**config.mk**
```make
export PLATFORM = sky130hd
export DESIGN_NAME = fetch_stage_flat
export DESIGN_NICKNAME = d
export VERILOG_FILES = /design/src/rtl/fetch_stage_if.sv /design/src/rtl/fetch_stage.sv /design/src/flat_wrapper.sv
export SDC_FILE = /design/constraint.sdc
export NUM_CORES = 1
export LEC_CHECK = 0
export CAP_MARGIN = 40
export CORE_ASPECT_RATIO = 0.9
export CORE_MARGIN = 8
export CORE_UTILIZATION = 41
export DETAILED_ROUTE_END_ITERATION = 7
export PLACE_DENSITY = 0.77
export SYNTH_ARGS = -nofsm -noshare
export SYNTH_HDL_FRONTEND = slang
export SYNTH_SLANG_ARGS = --single-unit
```
**constraint.sdc**
```tcl
create_clock -name clk -period 2 [get_ports clk]
set_input_delay 0.4 -clock clk [delete_from_list [all_inputs] [get_ports clk]]
set_output_delay 0.4 -clock clk [all_outputs]
set_load 0.01 [all_outputs]
```
**src/rtl/fetch_stage_if.sv**
```systemverilog
// rtl/fetch_stage_if.sv - handshake/bus bundle between the fetch stage, its control, and instruction memory
//
// Purpose: groups every fetch-stage signal except clock and reset.
// Signals:
//   stall_i        hold PC and IF/ID contents
//   flush_i        load a bubble into IF/ID
//   redirect_i     load redirect_pc_i into PC (branch/jump taken)
//   redirect_pc_i  redirect target address
//   imem_addr_o    instruction memory address, equals the current PC
//   imem_rd_i      instruction word read combinationally at imem_addr_o
//   ifid_instr_o   registered instruction
//   ifid_pc_o      PC of ifid_instr_o
//   ifid_pc4_o     ifid_pc_o + 4
//   ifid_valid_o   IF/ID holds a real instruction (0 = bubble)
//   fault_o        00 none, 01 misaligned PC, 10 PC out of range (sticky)
//   fetch_count_o  number of valid instructions loaded into IF/ID
// Modports: slave = fetch stage side, master = control/memory side.
interface fetch_stage_if;
  logic        stall_i;
  logic        flush_i;
  logic        redirect_i;
  logic [31:0] redirect_pc_i;
  logic [31:0] imem_addr_o;
  logic [31:0] imem_rd_i;
  logic [31:0] ifid_instr_o;
  logic [31:0] ifid_pc_o;
  logic [31:0] ifid_pc4_o;
  logic        ifid_valid_o;
  logic [1:0]  fault_o;
  logic [31:0] fetch_count_o;

  modport slave (
    input  stall_i, flush_i, redirect_i, redirect_pc_i, imem_rd_i,
    output imem_addr_o, ifid_instr_o, ifid_pc_o, ifid_pc4_o,
           ifid_valid_o, fault_o, fetch_count_o
  );

  modport master (
    output stall_i, flush_i, redirect_i, redirect_pc_i, imem_rd_i,
    input  imem_addr_o, ifid_instr_o, ifid_pc_o, ifid_pc4_o,
           ifid_valid_o, fault_o, fetch_count_o
  );
endinterface

```
**src/rtl/fetch_stage.sv**
```systemverilog
// rtl/fetch_stage.sv - instruction fetch stage: PC, IF/ID register, redirect/stall/flush, fetch fault trap
//
// Purpose: owns the PC, drives the instruction memory address, captures the returned
//          word into the IF/ID register, and traps misaligned or out-of-range fetches
//          (halting until reset).
// Ports:
//   clk      rising-edge clock
//   rst_n    asynchronous active-low reset
//   if_fetch fetch_stage_if.slave bundle (controls in, memory read data in,
//            memory address / IF/ID / fault / count out)
module fetch_stage #(
  parameter logic [31:0] RESET_PC   = 32'h0000_0000,
  parameter int unsigned IMEM_WORDS = 256
) (
  input  logic          clk,
  input  logic          rst_n,
  fetch_stage_if.slave  if_fetch
);

  // One bit wider than the PC so the bound itself never wraps.
  localparam logic [32:0] LP_PC_LIMIT = 33'(IMEM_WORDS) * 33'd4;

  typedef enum logic [1:0] {
    ST_BOOT = 2'd0,
    ST_RUN  = 2'd1,
    ST_HALT = 2'd2
  } state_t;

  state_t      r_state;
  logic [31:0] r_pc;
  logic [31:0] r_ifid_instr;
  logic [31:0] r_ifid_pc;
  logic [31:0] r_ifid_pc4;
  logic        r_ifid_valid;
  logic [1:0]  r_fault;
  logic [31:0] r_fetch_count;

  logic [31:0] w_pc_plus4;
  logic        w_misaligned;
  logic        w_out_of_range;

  assign w_pc_plus4     = r_pc + 32'd4;
  assign w_misaligned   = (r_pc[1:0] != 2'b00);
  assign w_out_of_range = ({1'b0, r_pc} >= LP_PC_LIMIT);

  always_ff @(posedge clk or negedge rst_n) begin
    if (!rst_n) begin
      r_state       <= ST_BOOT;
      r_pc          <= RESET_PC;
      r_ifid_instr  <= 32'd0;
      r_ifid_pc     <= 32'd0;
      r_ifid_pc4    <= 32'd0;
      r_ifid_valid  <= 1'b0;
      r_fault       <= 2'b00;
      r_fetch_count <= 32'd0;
    end else begin
      case (r_state)
        // First edge after reset release: PC held, nothing captured.
        ST_BOOT: r_state <= ST_RUN;

        ST_RUN: begin
          // The fault check looks at the PC being presented now, so a bad
          // redirect target is caught on the edge after it was loaded.
          if (w_misaligned) begin
            r_fault      <= 2'b01;
            r_ifid_valid <= 1'b0;
            r_state      <= ST_HALT;
          end else if (w_out_of_range) begin
            r_fault      <= 2'b10;
            r_ifid_valid <= 1'b0;
            r_state      <= ST_HALT;
          end else if (if_fetch.redirect_i) begin
            // Word fetched this cycle is wrong-path: drop it.
            r_pc         <= if_fetch.redirect_pc_i;
            r_ifid_valid <= 1'b0;
          end else if (if_fetch.stall_i) begin
            if (if_fetch.flush_i) begin
              r_ifid_valid <= 1'b0;
            end
          end else if (if_fetch.flush_i) begin
            r_pc         <= w_pc_plus4;
            r_ifid_valid <= 1'b0;
          end else begin
            r_ifid_instr  <= if_fetch.imem_rd_i;
            r_ifid_pc     <= r_pc;
            r_ifid_pc4    <= w_pc_plus4;
            r_ifid_valid  <= 1'b1;
            r_pc          <= w_pc_plus4;
            r_fetch_count <= r_fetch_count + 32'd1;
          end
        end

        ST_HALT: r_ifid_valid <= 1'b0;

        default: r_state <= ST_HALT;
      endcase
    end
  end

  assign if_fetch.imem_addr_o   = r_pc;
  assign if_fetch.ifid_instr_o  = r_ifid_instr;
  assign if_fetch.ifid_pc_o     = r_ifid_pc;
  assign if_fetch.ifid_pc4_o    = r_ifid_pc4;
  assign if_fetch.ifid_valid_o  = r_ifid_valid;
  assign if_fetch.fault_o       = r_fault;
  assign if_fetch.fetch_count_o = r_fetch_count;

endmodule

```
**src/flat_wrapper.sv**
```systemverilog
// flat-port wrapper written by rule: the top's interface ports become plain ports
module fetch_stage_flat 
#(
  parameter logic [31:0] RESET_PC   = 32'h0000_0000,
  parameter int unsigned IMEM_WORDS = 256
)
  (clk, rst_n, if_fetch_stall_i, if_fetch_flush_i, if_fetch_redirect_i, if_fetch_redirect_pc_i, if_fetch_imem_rd_i, if_fetch_imem_addr_o, if_fetch_ifid_instr_o, if_fetch_ifid_pc_o, if_fetch_ifid_pc4_o, if_fetch_ifid_valid_o, if_fetch_fault_o, if_fetch_fetch_count_o);
  fetch_stage_if if_fetch_i ();
  input  logic clk;
  input  logic rst_n;
  input wire logic [$bits(if_fetch_i.stall_i)-1:0] if_fetch_stall_i;
  input wire logic [$bits(if_fetch_i.flush_i)-1:0] if_fetch_flush_i;
  input wire logic [$bits(if_fetch_i.redirect_i)-1:0] if_fetch_redirect_i;
  input wire logic [$bits(if_fetch_i.redirect_pc_i)-1:0] if_fetch_redirect_pc_i;
  input wire logic [$bits(if_fetch_i.imem_rd_i)-1:0] if_fetch_imem_rd_i;
  output wire logic [$bits(if_fetch_i.imem_addr_o)-1:0] if_fetch_imem_addr_o;
  output wire logic [$bits(if_fetch_i.ifid_instr_o)-1:0] if_fetch_ifid_instr_o;
  output wire logic [$bits(if_fetch_i.ifid_pc_o)-1:0] if_fetch_ifid_pc_o;
  output wire logic [$bits(if_fetch_i.ifid_pc4_o)-1:0] if_fetch_ifid_pc4_o;
  output wire logic [$bits(if_fetch_i.ifid_valid_o)-1:0] if_fetch_ifid_valid_o;
  output wire logic [$bits(if_fetch_i.fault_o)-1:0] if_fetch_fault_o;
  output wire logic [$bits(if_fetch_i.fetch_count_o)-1:0] if_fetch_fetch_count_o;
  assign if_fetch_i.stall_i = if_fetch_stall_i;
  assign if_fetch_i.flush_i = if_fetch_flush_i;
  assign if_fetch_i.redirect_i = if_fetch_redirect_i;
  assign if_fetch_i.redirect_pc_i = if_fetch_redirect_pc_i;
  assign if_fetch_i.imem_rd_i = if_fetch_imem_rd_i;
  assign if_fetch_imem_addr_o = if_fetch_i.imem_addr_o;
  assign if_fetch_ifid_instr_o = if_fetch_i.ifid_instr_o;
  assign if_fetch_ifid_pc_o = if_fetch_i.ifid_pc_o;
  assign if_fetch_ifid_pc4_o = if_fetch_i.ifid_pc4_o;
  assign if_fetch_ifid_valid_o = if_fetch_i.ifid_valid_o;
  assign if_fetch_fault_o = if_fetch_i.fault_o;
  assign if_fetch_fetch_count_o = if_fetch_i.fetch_count_o;
  fetch_stage #(.RESET_PC(RESET_PC), .IMEM_WORDS(IMEM_WORDS)) u_core (.clk(clk), .rst_n(rst_n), .if_fetch(if_fetch_i));
endmodule
```
# Word-level counts from Yosys, hierarchy flattened
# Index checks and enable logic that the tools add are counted.
# word_totals
elab_cells	44
reg_bits	165
# classes
muxes	13
n_bitwise	6
add_sub_neg	2
eq_ne	5
n_reduce_logical	9
n_lt_le_gt_ge	1
# ops
operator	n
32-bit 2-to-1 mux	2
32-bit by 1-bit adder with 32-bit output, second input constant	1
32-bit by 3-bit adder with 32-bit output, second input constant	1
32-bit by 11-bit >= comparator with 1-bit output, second input constant	1
1-bit 2-to-1 mux	6
2-bit 2-to-1 mux	3
6-bit by 4-bit != test with 1-bit output, second input constant	1
1-bit NOT	6
2-bit case mux with 3 select lines	1
2-bit AND reduction	3
6-bit AND reduction	1
2-bit nonzero test	3
4-bit AND reduction	1
3-bit by 1-bit != test with 1-bit output, second input constant	1
2-bit by 1-bit equality test with 1-bit output, second input constant	1
2-bit equality test, second input constant	1
2-bit logical NOT	1
2-bit by 1-bit != test with 1-bit output, second input constant	1
1-bit case mux with 2 select lines	1

# Depth between registers and ports, before layout
# Gate-level depths: netlist of run 1.
# logic_depth
depth_word	6
depth_mapped	10

# Least setup slack after synthesis of run 1
# No wires, ideal clock.
# synth_timing
path_kind	reg-to-reg
from	register u_core.r_state[1]
to	register u_core.r_fetch_count[31] (netlist: u_core.if_fetch.fetch_count_o[31])
slack_ns	-0.172
path_stages_with_launch	10
required_time_ns	1.921
period_less_slack_ns	2.172
arrival_ns	2.092
cell_sequence	dfrtp_1 > inv_1 > ha_1 > buf_2 > nor4b_2 > nand3_1 > or4_4 > buf_6 > nor4_2 > xor2_1
# synth_via
elab_chain_len	2
# synth_rtl
element	line	source
start: declaration	fetch_stage.sv:29	state_t r_state;
start signal: assignment	fetch_stage.sv:48	r_state <= ST_BOOT;
start signal: assignment	fetch_stage.sv:59	ST_BOOT: r_state <= ST_RUN;
start signal: assignment	fetch_stage.sv:67	r_state <= ST_HALT;
2-bit by 1-bit equality test with 1-bit output	fetch_stage.sv:57	case (r_state)
6-bit AND reduction (no source line)	n/a	
end signal: assignment	fetch_stage.sv:89	r_fetch_count <= r_fetch_count + 32'd1;
end: declaration	fetch_stage.sv:36	logic [31:0] r_fetch_count;
# Every way passes these cells.
# A chain may end at the register's enable or synchronous reset.

# Worst setup path after layout of run 1
# layout_timing
from	register u_core.r_pc[29] (netlist: u_core.if_fetch.imem_addr_o[29])
to	register u_core.r_fetch_count[20] (netlist: u_core.if_fetch.fetch_count_o[20])
# layout_via
elab_chain_len	3
# layout_rtl
element	line	source
start: declaration	fetch_stage.sv:30	logic [31:0] r_pc;
start signal: assignment	fetch_stage.sv:74	r_pc <= if_fetch.redirect_pc_i;
start signal: assignment	fetch_stage.sv:81	r_pc <= w_pc_plus4;
start signal: assignment	fetch_stage.sv:88	r_pc <= w_pc_plus4;
32-bit by 11-bit >= comparator with 1-bit output	fetch_stage.sv:44	assign w_out_of_range = ({1'b0, r_pc} >= LP_PC_LIMIT);
1-bit NOT (no source line)	n/a	
6-bit AND reduction (no source line)	n/a	
# Every way passes these cells.

==> impl_metrics.csv, run 1 <==
group,metric,value,unit
status,status,"complete, but fails checks",
status,violations,"negative setup slack",
routing,drt_iter0_markers,185,
synth,synth-seq-area-share,61.1,%
critical_path,r2r_slack,-0.20,ns
placed_design,dp_cells,995,
clock_network,numCtsBuffers,17,
sta,worst_slack,-0.200,ns
final_layout,drive_gt1_share,25.3,%
synth,syn_inst,526,
routing,ant_nets,0,
power_and_ir_drop,powerDensity,640,mW/mm^2
synth,netlist_area,0.00667,sq mm
synth,synthArstFlopShare,100,%
run,drv_cap,0,
floorplanning,fp.coreArea,0.0160,sq mm
sta,setup_viol_count_final,120,
routing,wire_per_inst,19.5,microns
critical_path,r2r-start,"u_core.if_fetch.imem_addr_o[29]",
routing,viasPerCell,5.05,
sta,final_max_slew_viol_count,0,
min_path,min_path_type,"input pin to async pin",
final_layout,layout_common_cells,"clkdlybuf4s50_1 (229), dfrtp_1 (161), buf_4 (57), nor2b_1 (40), nand2_1 (33)",
critical_path,critical-path-top-delay-family,"simple AND/OR/NAND/NOR gates",
final_layout,fin_cells,1050,
synth,synth_fa_ha_area_share,1.13,%
critical_path,ff2ff_path_depth,6,
critical_path,endpoint,"u_core.if_fetch.fetch_count_o[20]",
sta,fin_hold_ws,0.462,ns
final_layout,seq_area,0.00408,sq mm
clock_network,clk_latency,0.42,ns
clock_network,path_clk_slew,0.07,ns
grt,antenna_found_initial,0,
final_layout,n_antenna_cell,0,
sta,relSlewSlack,61.2,%
critical_path,cp.arrival,2.54,ns
clock_network,cts_max_path_buffers,2,
critical_path,start_kind,"flop",
sta,rsz0062_at_grt,"true",
synth,synth_top_family_by_area,"simple AND/OR/NAND/NOR gates",
floorplanning,die_w,150,microns
final_layout,fin_area,0.0110,sq mm
synth,yosys-top-cells-area,"dfrtp_1 (61%), mux2_2 (7.6%), nor2b_1 (4.2%)",
final_layout,final_common_cell,"clkdlybuf4s50_1",
floorplanning,dieArea,0.0206,sq mm
grt,overflow,0,
sta,finalCritPeriodShare,110,%
critical_path,r2r-end,"u_core.if_fetch.fetch_count_o[20]",
grt,grt_max_degree,64,
floorplanning,die_h,137,microns
power_and_ir_drop,total_leakage_power,5.31,nW
grt,grt_pass1_wl,30800,microns
sta,fmax,455,MHz
synth,synthSimpleGateAreaFrac,15.5,%
placed_design,hpwl,14200,microns
critical_path,cp.depth,6,
critical_path,crit_buf_inv,1,
power_and_ir_drop,ir_drop,0.536,mV
sta,fin_crit,2.20,ns
critical_path,path_class,"flop to flop",
sta,final_hold_viol_count,0,
critical_path,critical-path-slowest-cell,"or4_4",
critical_path,crit_fanout,5,
final_layout,postLayoutCoreUtil,68.5,%
placed_design,place_congestion,0.845,
synth,yosysWarningCount,0,
critical_path,slowest_delay,0.57,ns
floorplanning,rows,44,
routing,routed_wl,20500,microns
grt,grt_usage,19.4,%
critical_path,worstSetupStartpoint,"u_core.if_fetch.imem_addr_o[29]",
critical_path,end_kind,"flop",
sta,skew,0.0114,ns
synth,syn-num-nets,601,
synth,synth-xor-area-share,4.99,%
critical_path,crit_required,2.34,ns
synth,synth-compound-area-share,6.13,%
synth,syn_area_per_cell,12.7,sq um
placed_design,io_buffer_count,231,
synth,synth_edf_count,0,
final_layout,area_delta_synth_final,64.4,%
routing,dr.pass1.iters,4,
synth,post_synth_num_cell_types,42,
floorplanning,pin_count,232,
placed_design,dpl_cell_area,0.00970,sq mm
critical_path,worstPathCellList,"nor4_4 > nand4_4 > buf_4 > or4_4 > nor3_4 > xor2_1",
clock_network,cts_num_sinks,163,
final_layout,nFillCells,1113,
routing,vias,5299,
final_layout,nNetsFinal,905,
synth,synth_ff_type,"dfrtp_1",
routing,drc_errors,0,
sta,worst_slew_pin_slew,0.576,ns
placed_design,dp_slack,-0.502,ns
synth,yosys.area.top_type_share,61.1,%
synth,synth.ff_latch_count,163,
floorplanning,start_util,41.6,%
synth,yosysTopAreaCell,"dfrtp_1",
clock_network,cts_tree,"yes",
grt,grt_pass1_vias,5736,
clock_network,cts.htree.levels,4,
synth,synthMuxAreaShare,8.05,%
final_layout,multi_input_area,0.00276,sq mm
clock_network,clockRootBuffer,"clkbuf_16",
[worst min-delay path by stage]
| stage | start | cells after the start | to | slack [ns] |
|---|---|---|---|---|
| floorplan | rst_n | 0 | u_core.if_fetch.fault_o[0] | 0.10 |
| global placement | rst_n | 1 | u_core.if_fetch.fetch_count_o[7] | 0.34 |
| detailed placement | rst_n | 1 | u_core.if_fetch.fetch_count_o[9] | 0.34 |
| CTS | rst_n | 2 | u_core.if_fetch.fetch_count_o[7] | 0.45 |
| global route | rst_n | 2 | u_core.if_fetch.fetch_count_o[9] | 0.48 |
| finish | rst_n | 2 | u_core.if_fetch.fetch_count_o[5] | 0.46 |
[sequential cells by signal, indices dropped and copies added (netlist names)]
| name | count |
|---|---|
| u_core.if_fetch.fetch_count_o | 32 |
| u_core.if_fetch.ifid_instr_o | 32 |
| u_core.if_fetch.ifid_pc4_o | 32 |
| u_core.if_fetch.imem_addr_o | 32 |
| u_core.if_fetch.ifid_pc_o | 30 |
| u_core.if_fetch.fault_o | 2 |
| u_core.r_state | 2 |
| u_core.if_fetch.ifid_valid_o | 1 |
[cells in the mapped netlist (4+ instances only)]
cell	n
a21o_1	21
a21oi_1	18
buf_1	5
buf_2	9
buf_4	4
clkbuf_1	8
dfrtp_1	163
ha_1	6
inv_1	13
mux2_2	45
nand2_1	34
nand3_1	20
nand4_1	5
nor2_1	21
nor2b_1	45
nor3_1	6
nor3_2	8
nor4_1	4
nor4_2	8
o21ai_0	6
xnor2_1	16
xor2_1	22
[stage by stage]
stage / power (mW) / setup TNS [ns]
after global routing: 7.25 / -24.15
after CTS: 7.11 / -14.61
after global placement: 3.60 / -39.28
after floorplan: 3.39 / -0.627
after detailed placement: 3.61 / -43.96
final: 7.03 / -13.68
[routing by layer]
| layer | track usage, % | part of all wire, % | up-vias |
|---|---|---|---|
| li1 | - | - | 2423 |
| met1 | 22.2 | 39 | 2665 |
| met2 | 31.9 | 49 | 182 |
| met3 | 7.70 | 8.9 | 29 |
| met4 | 7.82 | 2.2 | 0 |
| met5 | 0 | 0 | - |
[final cells by class]
cell class              instances  area share [%]
inverters                      13           0.445
flip-flops and latches        163            37.2
repair buffers                313            29.0
clock inverters                12            1.62
clock buffers                  20            4.16
well taps                     207            2.36
multi-input cells             322            25.2
[where the power goes]
group	internal, mW	total, mW	switching [mW]
Combinational	0.141	0.253	0.113
Sequential	3.30	3.30	0
Clock	2.16	3.47	1.31
Total	5.60	7.03	1.43
[repair_timing]
| action | 4_1_cts | 5_1_grt |
|---|---|---|
| buffers inserted | 9 | 3 |
| gates cloned | 2 | 8 |
| pin swaps | 11 | 11 |
| hold endpoints to repair | 36 | 0 |
| resized for setup | 30 | 46 |
| hold buffers | 1 | 0 |
| endpoints found under the setup margin | 140 | 147 |
[cells by family after synthesis]
| logic type | Yosys count |
|---|---|
| compound gates | 62 |
| xor+xnor | 38 |
| fa+ha+maj | 6 |
| buf+inv | 42 |
| flops | 163 |
| mux | 48 |
| simple gates | 167 |
Note: power is estimated with default switching activity, not from simulation.
==> run 2, diff against run 1 <==
- SETUP_SLACK_MARGIN: unset -> 0.4
==> run 2 against run 1 <==
Compared with the run above:
- the flow still finishes with violations (negative setup slack)
- worst setup slack worse by 0.040 ns
- cell area grew 6.7%
- utilization increased by 4.6 points
- register-to-register slack worse by 0.04 ns
- fmax decreased by 1.8%
- clock-buffer cell count is 1 lower
- first-iteration DRC count increased by 4.9%
- via count increased by 3.9%
- global-route usage rose by 0.85 points
- cell count is 4.6% higher
- clock power is essentially flat
- critical endpoint is now u_core.if_fetch.fetch_count_o[29]
- largest cell class unchanged
==> impl_metrics.csv, run 2 (same netlist as run 1, synthesis figures left out) <==
group,metric,value,unit
sta,finalCritPeriodShare,112,%
sta,relSlewSlack,47.8,%
run,drv_cap,0,
clock_network,numCtsBuffers,17,
sta,skew,0.00984,ns
clock_network,clk_latency,0.42,ns
clock_network,cts_num_sinks,163,
floorplanning,die_w,150,microns
routing,drt_iter0_markers,194,
routing,ant_nets,0,
final_layout,drive_gt1_share,38.8,%
critical_path,worstPathCellList,"inv_2 > ha_4 > nor4b_4 > nand3_2 > or4_4 > buf_4 > nor3_4 > xnor2_1",
grt,grt_usage,20.2,%
placed_design,dp_slack,-0.589,ns
floorplanning,start_util,41.6,%
status,status,"complete, but fails checks",
power_and_ir_drop,ir_drop,0.556,mV
sta,fin_crit,2.24,ns
routing,routed_wl,21500,microns
clock_network,cts_max_path_buffers,2,
placed_design,io_buffer_count,231,
floorplanning,dieArea,0.0206,sq mm
critical_path,worstSetupStartpoint,"u_core.r_state[1]",
status,violations,"negative setup slack",
critical_path,path_class,"flop to flop",
final_layout,layout_common_cells,"dfrtp_1 (147), dlygate4sd2_1 (128), clkdlybuf4s50_1 (67), buf_4 (65), buf_6 (51)",
sta,worst_slack,-0.240,ns
grt,overflow,0,
grt,grt_pass1_wl,32400,microns
min_path,min_path_type,"flop to flop",
routing,wire_per_inst,19.6,microns
final_layout,nNetsFinal,954,
critical_path,crit_fanout,8,
min_path,hp-start,"u_core.if_fetch.fetch_count_o[31]",
clock_network,cts.htree.levels,4,
sta,fin_hold_ws,0.469,ns
placed_design,hpwl,13400,microns
power_and_ir_drop,powerDensity,599,mW/mm^2
routing,viasPerCell,5.01,
critical_path,slowest_delay,0.66,ns
clock_network,clockRootBuffer,"clkbuf_16",
clock_network,cts_tree,"yes",
routing,drc_errors,0,
critical_path,r2r-start,"u_core.r_state[1]",
final_layout,area_delta_synth_final,75.5,%
final_layout,n_antenna_cell,0,
grt,grt_max_degree,64,
clock_network,path_clk_slew,0.06,ns
grt,antenna_found_initial,0,
sta,rsz0062_at_grt,"true",
floorplanning,die_h,137,microns
sta,fmax,446,MHz
sta,final_hold_viol_count,0,
critical_path,critical-path-slowest-cell,"or4_4",
critical_path,start_kind,"flop",
critical_path,cp.arrival,2.58,ns
placed_design,place_congestion,0.794,
critical_path,end_kind,"flop",
floorplanning,pin_count,232,
routing,dr.pass1.iters,4,
sta,final_max_slew_viol_count,0,
grt,grt_pass1_vias,5861,
power_and_ir_drop,total_leakage_power,6.27,nW
sta,setup_viol_count_final,130,
critical_path,crit_required,2.34,ns
floorplanning,fp.coreArea,0.0160,sq mm
sta,worst_slew_pin_slew,0.775,ns
final_layout,final_common_cell,"dfrtp_1",
routing,vias,5505,
floorplanning,rows,44,
[run 2: changes by cell type in the layout (fill, tap and decap cells not counted), sizes merged]
cell | previous run | this run
buf | 77 | 154
clkbuf | 25 | 28
clkdlybuf4s15 | 0 | 3
clkdlybuf4s50 | 229 | 67
clkinvlp | 1 | 0
dlygate4sd2 | 0 | 128
inv | 14 | 15
or4 | 3 | 2
[run 2: worst max-delay path: cells and delay by family, from the launching register on]
kind	cells	cell delay, ns
flip-flops	1	0.40
buffers and inverters	2	0.28
AND/OR/NAND/NOR	4	1.21
XOR/XNOR	1	0.13
adder cells (fa/ha/maj)	1	0.13
[run 2: final cells by class]
class                           instances  area, sq um
Clock buffer                           19          443
Clock inverter                         12          179
Fill cell                            1032         4310
Inverter                               13         48.8
Multi-Input combinational cell        321         3090
Sequential cell                       163         4100
Tap cell                              207          259
Timing Repair Buffer                  363         3580
[run 2: worst paths after layout]
kind,slack [ns],to,depth (start not counted)
worst max-delay path,-0.24,u_core.if_fetch.fetch_count_o[29],8
worst min-delay path,0.47,u_core.if_fetch.fetch_count_o[31],1
worst max register to register,-0.24,u_core.if_fetch.fetch_count_o[29],8
worst min register to register,0.47,u_core.if_fetch.fetch_count_o[31],1
max in group asynchronous,0.93,u_core.if_fetch.fetch_count_o[8],3
min in group asynchronous,0.52,u_core.if_fetch.fetch_count_o[15],3
[run 2: power breakdown]
| part | leakage (nW) | internal [mW] | switching [mW] | total (mW) |
|---|---|---|---|---|
| sequential | 2.21 | 3.30 | 0 | 3.30 |
| clock | 0.308 | 2.12 | 1.34 | 3.46 |
| combinational | 3.76 | 0.143 | 0.115 | 0.258 |
[run 2: what timing repair did]
action	CTS	global route
setup buffers	45	14
hold endpoints to repair	118	0
endpoints found under the setup margin	326	187
gates resized for setup	356	119
hold buffers	1	0
pin swaps	11	18
cloned	13	2
[run 2: metal layers]
metal	track usage, %	routed length (microns)	vias to the layer above
met5	0	0	-
met4	5.66	254	0
met3	5.82	1370	23
met2	34.0	11100	183
met1	24.8	8760	2784
li1	-	-	2515
[run 2: through the flow]
stage	cell area (sq um)	power (mW)	utilization [%]	cells	setup TNS, ns
4_1_cts	11200	7.07	69.8	1082	-10.87
3_3_place_gp	9690	3.60	60.5	992	-40.49
5_1_grt	11700	7.24	73.1	1098	-25.39
3_5_place_dp	9690	3.61	60.5	992	-46.81
6_report	11700	7.01	73.1	1098	-12.06
2_1_floorplan	6820	3.39	-	526	-0.632
==> run 3, diff against run 2 <==
- ABC_AREA: unset -> 1
- CORE_UTILIZATION: 41 -> 44
- PLACE_DENSITY: 0.77 -> 0.78
==> run 3 against run 2 <==
Compared with the run above:
- the flow now finishes without violations
- hold slack improved by 0.0065 ns
- clock power decreased by 3%
- non-clock buffer count decreased by 1
- global-route usage increased by 3.0 points
- critical path depth increased by 5
- die area increased by 11%
- combinational power increased by 83%
- worst setup slack improved by 0.36 ns
- via count increased by 55%
- flip-flop and latch count unchanged
- clock-buffer cell count decreased by 1
- critical path type unchanged
==> impl_metrics.csv, run 3 <==
group,metric,value,unit
final_layout,final_common_cell,"nand2_1",
floorplanning,die_h,145,microns
synth,yosys.area.top_type_share,50.5,%
grt,antenna_found_initial,0,
clock_network,cts_num_sinks,163,
clock_network,path_clk_slew,0.07,ns
critical_path,slowest_delay,0.42,ns
critical_path,start_kind,"flop",
critical_path,r2r_slack,0.12,ns
critical_path,crit_fanout,6,
clock_network,cts.htree.levels,4,
clock_network,clk_latency,0.44,ns
sta,rsz0062_at_grt,"true",
sta,skew,0.0120,ns
grt,grt_max_degree,52,
routing,ant_nets,0,
final_layout,nNetsFinal,1521,
critical_path,crit_buf_inv,5,
floorplanning,pin_count,232,
synth,yosysWarningCount,0,
synth,ys_top_cells_by_count,"nand2_1 (479), nor2_1 (180), dfrtp_1 (163)",
final_layout,layout_common_cells,"nand2_1 (383), dfrtp_1 (145), dlygate4sd2_1 (125), nor2_1 (111), inv_1 (102)",
routing,wire_per_inst,17.0,microns
floorplanning,start_util,44.3,%
power_and_ir_drop,power,7.20,mW
clock_network,cts_tree,"yes",
sta,final_hold_viol_count,0,
floorplanning,rows,47,
placed_design,place_congestion,0.945,
synth,synth.ff_latch_count,163,
power_and_ir_drop,total_leakage_power,7.13,nW
placed_design,hpwl,18300,microns
synth,synth_ff_type,"dfrtp_1",
critical_path,r2r-start,"u_core.if_fetch.imem_addr_o[10]",
power_and_ir_drop,powerDensity,540,mW/mm^2
critical_path,path_class,"flop to flop",
grt,grt_usage,23.2,%
synth,netlist_area,0.00808,sq mm
synth,syn-num-nets,1174,
status,status,"finished, final reports clean",
clock_network,numCtsBuffers,17,
synth,yosysTopAreaCell,"dfrtp_1",
min_path,min_path_type,"input pin to async pin",
routing,drt_iter0_markers,737,
run,drv_cap,0,
power_and_ir_drop,ir_drop,0.588,mV
grt,grt_pass1_vias,7906,
sta,setup_viol_count_final,0,
routing,routed_wl,29000,microns
critical_path,critical-path-slowest-cell,"dfrtp_2",
grt,grt_pass1_wl,42500,microns
sta,worst_slew_pin_slew,0.539,ns
placed_design,dpl_cell_area,0.0109,sq mm
final_layout,drive_gt1_share,27.6,%
final_layout,fin_area,0.0133,sq mm
synth,synth-seq-area-share,50.5,%
critical_path,cp.arrival,2.21,ns
routing,viasPerCell,5.02,
floorplanning,fp.coreArea,0.0182,sq mm
final_layout,fin_cells,1704,
placed_design,dp_cells,1581,
sta,fin_crit,1.88,ns
routing,vias,8550,
critical_path,r2r-end,"u_core.if_fetch.ifid_pc4_o[1]",
routing,drc_errors,0,
sta,finalCritPeriodShare,93.9,%
sta,relSlewSlack,64.1,%
synth,synthArstFlopShare,100,%
final_layout,n_antenna_cell,0,
sta,final_max_slew_viol_count,0,
floorplanning,dieArea,0.0230,sq mm
synth,yosys-top-cells-area,"dfrtp_1 (50%), nand2_1 (22%), nor2_1 (8.4%)",
critical_path,critical-path-top-delay-family,"simple AND/OR/NAND/NOR gates",
sta,fmax,533,MHz
final_layout,postLayoutCoreUtil,73.2,%
routing,dr.pass1.iters,7,
critical_path,end_kind,"flop",
grt,overflow,0,
sta,final.setup.tns,0,ns
final_layout,nFillCells,1328,
clock_network,clockRootBuffer,"clkbuf_16",
placed_design,io_buffer_count,231,
critical_path,crit_required,2.33,ns
synth,syn_area_per_cell,7.36,sq um
synth,post_synth_num_cell_types,27,
clock_network,cts_max_path_buffers,2,
final_layout,area_delta_synth_final,65.0,%
synth,yosysMostFrequentCell,"nand2_1",
floorplanning,die_w,159,microns
critical_path,worstPathCellList,"nor2_2 > nand2_2 > nor2_4 > nand2_4 > nor2_4 > buf_6 > nand2_4 > nor2_4 > buf_12 > buf_12 > buf_12 > clkbuf_16 > nor2_1",
critical_path,ff2ff_path_depth,13,
synth,syn_inst,1099,
synth,synth_edf_count,0,
## run 3: changes by cell type after synthesis, moves of 7 or more
cell     change
nand3_1     +25
mux2_2      -45
o21ai_0     +20
nand2_1    +445
a21o_1      -21
a21oi_1     -16
inv_1       +91
nor4_2       -8
nor2b_1     -45
nor2_1     +159
nor3_2       -7
## run 3: how the worst max path moves through the flow
| stage | startpoint | endpoint | slack, ns | cells after the start |
|---|---|---|---|---|
| 6_report | u_core.if_fetch.imem_addr_o[10] | u_core.if_fetch.ifid_pc4_o[1] | 0.12 | 13 |
| 5_1_grt | u_core.if_fetch.imem_addr_o[10] | u_core.if_fetch.ifid_pc4_o[1] | 0.04 | 13 |
| 4_1_cts | u_core.if_fetch.imem_addr_o[10] | u_core.if_fetch.imem_addr_o[31] | 0.21 | 12 |
| 3_5_place_dp | if_fetch_redirect_i | u_core.if_fetch.ifid_instr_o[25] | 0.02 | 8 |
| 3_3_place_gp | if_fetch_redirect_i | u_core.if_fetch.imem_addr_o[15] | 0.06 | 8 |
| 2_1_floorplan | u_core.if_fetch.imem_addr_o[13] | u_core.if_fetch.ifid_pc_o[7] | 0.38 | 10 |
## run 3: report_power, final
part / switching (mW) / internal, mW / total, mW
logic: 0.236 / 0.237 / 0.473
clock network: 1.54 / 1.81 / 3.35
registers: 0.0307 / 3.35 / 3.38
## run 3: layer usage
metal / vias to the layer above / GRT usage (%) / share of wire [%]
li1: 4038 / - / -
met1: 4107 / 29.7 / 41
met2: 340 / 37.6 / 49
met3: 65 / 6.12 / 7.0
met4: 0 / 8.23 / 2.7
met5: - / 0 / 0
## run 3: cell type report
class,count,area [sq um],share of cell area (%)
clock inverters,14,155,1.16
clock buffers,18,439,3.29
repair inverters,2,20.0,0.150
flip-flops and latches,163,4100,30.8
multi-input cells,795,4200,31.5
repair buffers,362,3700,27.8
inverters,105,407,3.05
well taps,245,307,2.30
## run 3: what timing repair did
action / CTS / global route
endpoints found under the hold margin: 46 / 0
setup buffers: 40 / 27
gates cloned: 13 / 10
pin swaps: 11 / 56
hold buffers: 1 / 0
resized for setup: 310 / 261
endpoints found under the setup margin: 317 / 192
## run 3: per-stage QoR
| stage | hold slack [ns] | setup WS [ns] |
|---|---|---|
| final | 0.475 | 0.122 |
| after CTS | 0.471 | 0.206 |
| after floorplan | 0.104 | 0.383 |
| after global placement | 0.384 | 0.0624 |
| after detailed placement | 0.392 | 0.0230 |
| after global routing | 0.496 | 0.0423 |
## run 3: cells by family after synthesis
logic type	Yosys count	synth area share (%)
AOI/OAI and AO/OA	28	1.73
DFF	163	50.5
and+or+nand+nor	727	35.6
muxes	1	0.124
buffers and inverters	141	7.60
xor gates and xnor gates	33	3.58
adders and majority gates	6	0.929
==> variant (settings of run 1) <==
Reset style: synchronous (`rst_n`), changed in one clocked block. Comments in the files are not updated.
--- a/src/rtl/fetch_stage.sv
+++ b/src/rtl/fetch_stage.sv
@@ -45,3 +45,3 @@
 
-  always_ff @(posedge clk or negedge rst_n) begin
+  always_ff @(posedge clk) begin
     if (!rst_n) begin
Function: not settled (the Yosys comparison gave no result); the edit may change what the design does.
==> variant against run 1 <==
The flow still finishes with violations (negative setup slack). Worst setup slack improved by 150 ps. Cell area fell by 5.2%. Area after synthesis fell by 5.0%. Wire length rose by 5.7%. Cell count rose by 15%. Sequential cell count did not move. Clock skew fell by 0.55 ps. Critical path depth rose by 4. Critical path type unchanged.
Power is not compared: it rests on default switching activity, and its combinational part moved more than twofold at a synthesized area within 25%.
==> variant: results <==
{
  "fillers": 1201,
  "holdWs_ps": 370.9,
  "synth_common_cells": "dfxtp_1 (163), nand2_1 (123), a21oi_1 (76), and3_1 (48), clkbuf_1 (38)",
  "slowest_delay_ps": 360,
  "reg2regPathDepth": 10,
  "dp_hpwl_mm": 14.54,
  "peakVddDrop_mv": 0.8377,
  "yosysUniqueCellTypes": 45,
  "first_pass_iters": 5,
  "cp-endpoint": "u_core.if_fetch.ifid_instr_o[18]",
  "setup_ws_ps": -50.19,
  "grt_util_met2": 0.3376,
  "place_area_mm2": 0.009244,
  "hold_path_depth": 2,
  "drt_iter0_drc": 329,
  "synth_nets": 784,
  "h-tree-depth": 4,
  "status": "finished, violations left",
  "crit_path_start": "u_core.if_fetch.imem_addr_o[21]",
  "numCtsBuffers": 17,
  "min_to": "u_core.r_state[1]",
  "clk_pin_slew_worst_paths_ps": 70,
  "yosysWarnings": 0,
  "grt_usage": 0.2060,
  "antenna_found_initial": 2,
  "cts_buffer_depth": 2,
  "p_leak_uw": 0.003965,
  "synthCells": 709,
  "final_cells": 1205,
  "root_buffer": "clkbuf_16",
  "grt_pass1_wl_mm": 32.81,
  "grt_max_degree": 78,
  "violations": "negative setup slack",
  "gr-usage-met1": 0.2435,
  "ys_top_cells_by_area": "dfxtp_1 (51%), nand2_1 (7.3%), a21oi_1 (6.0%)",
  "grt_pass1_vias": 6030,
  "nets": 1064,
  "min_path_type": "in -> reg",
  "clkLatencyLatePin_ps": 420,
  "fin_tns_setup_ps": -126.9,
  "worst_pin_slew_ps": 402.5,
  "dp_worst_setup_slack_ps": -588.0,
  "fin_skew_ps": 10.87,
  "setup_viol": 8,
  "gp_congestion": 0.7803,
  "grt_use_met3": 0.08923,
  "min_from": "rst_n",
  "cp_slowest_cell": "dfxtp_4",
  "drive_above_1_share": 0.1906,
  "critPathMaxFanout": 7,
  "ys_seq_area_frac": 0.5148,
  "ys_async_sr_fraction": 0,
  "via_per_inst": 5.205,
  "wl_mm": 21.64
}
-- variant: what timing repair did --
item                                    CTS  global route
endpoints found under the setup margin   79           110
buffers inserted                          6             7
pin swaps                                 5            40
hold endpoints to repair                  0             0
resized for setup                        14            82
gates cloned                              4             2
-- variant: cell type report --
cell class	instances	area (um^2)	share of cell area
clock inverter	10	103.9	0.009990
sequential	163	3268	0.3144
antenna	1	2.502	0.0002407
timing repair buffer	314	3149	0.3030
multi-input combinational	484	3131	0.3012
tap	202	252.7	0.02431
inverter	9	33.78	0.003250
clock buffer	22	454.2	0.04369
-- variant: per-layer routing --
metal	routed length, um	vias to the layer above
li1	-	3051
met1	9130	2977
met2	10190	221
met3	2052	21
met4	255	2
met5	13	-
-- variant: cells by family after synthesis --
| group | after synthesis | share of synthesized area |
|---|---|---|
| AND/OR/NAND/NOR | 310 | 0.2566 |
| flip-flops | 163 | 0.5148 |
| AO/OA/AOI/OAI | 144 | 0.1378 |
| buffers and inverters | 62 | 0.04323 |
| XOR/XNOR | 12 | 0.01658 |
| multiplexers | 12 | 0.01915 |
| adder cells (fa/ha/maj) | 6 | 0.01184 |
-- variant: worst max-delay path: cells and delay by family (launching register included) --
| family | cells | cell delay, ps |
|---|---|---|
| AOI/OAI and AO/OA | 1 | 120 |
| buffers and inverters | 5 | 780 |
| DFF | 1 | 360 |
| and+or+nand+nor | 4 | 710 |
-- variant: where the power goes --
part	switching [uW]	internal, uW
sequential	178	3430
combinational	1300	1440
clock	1330	1760
total	2820	6630
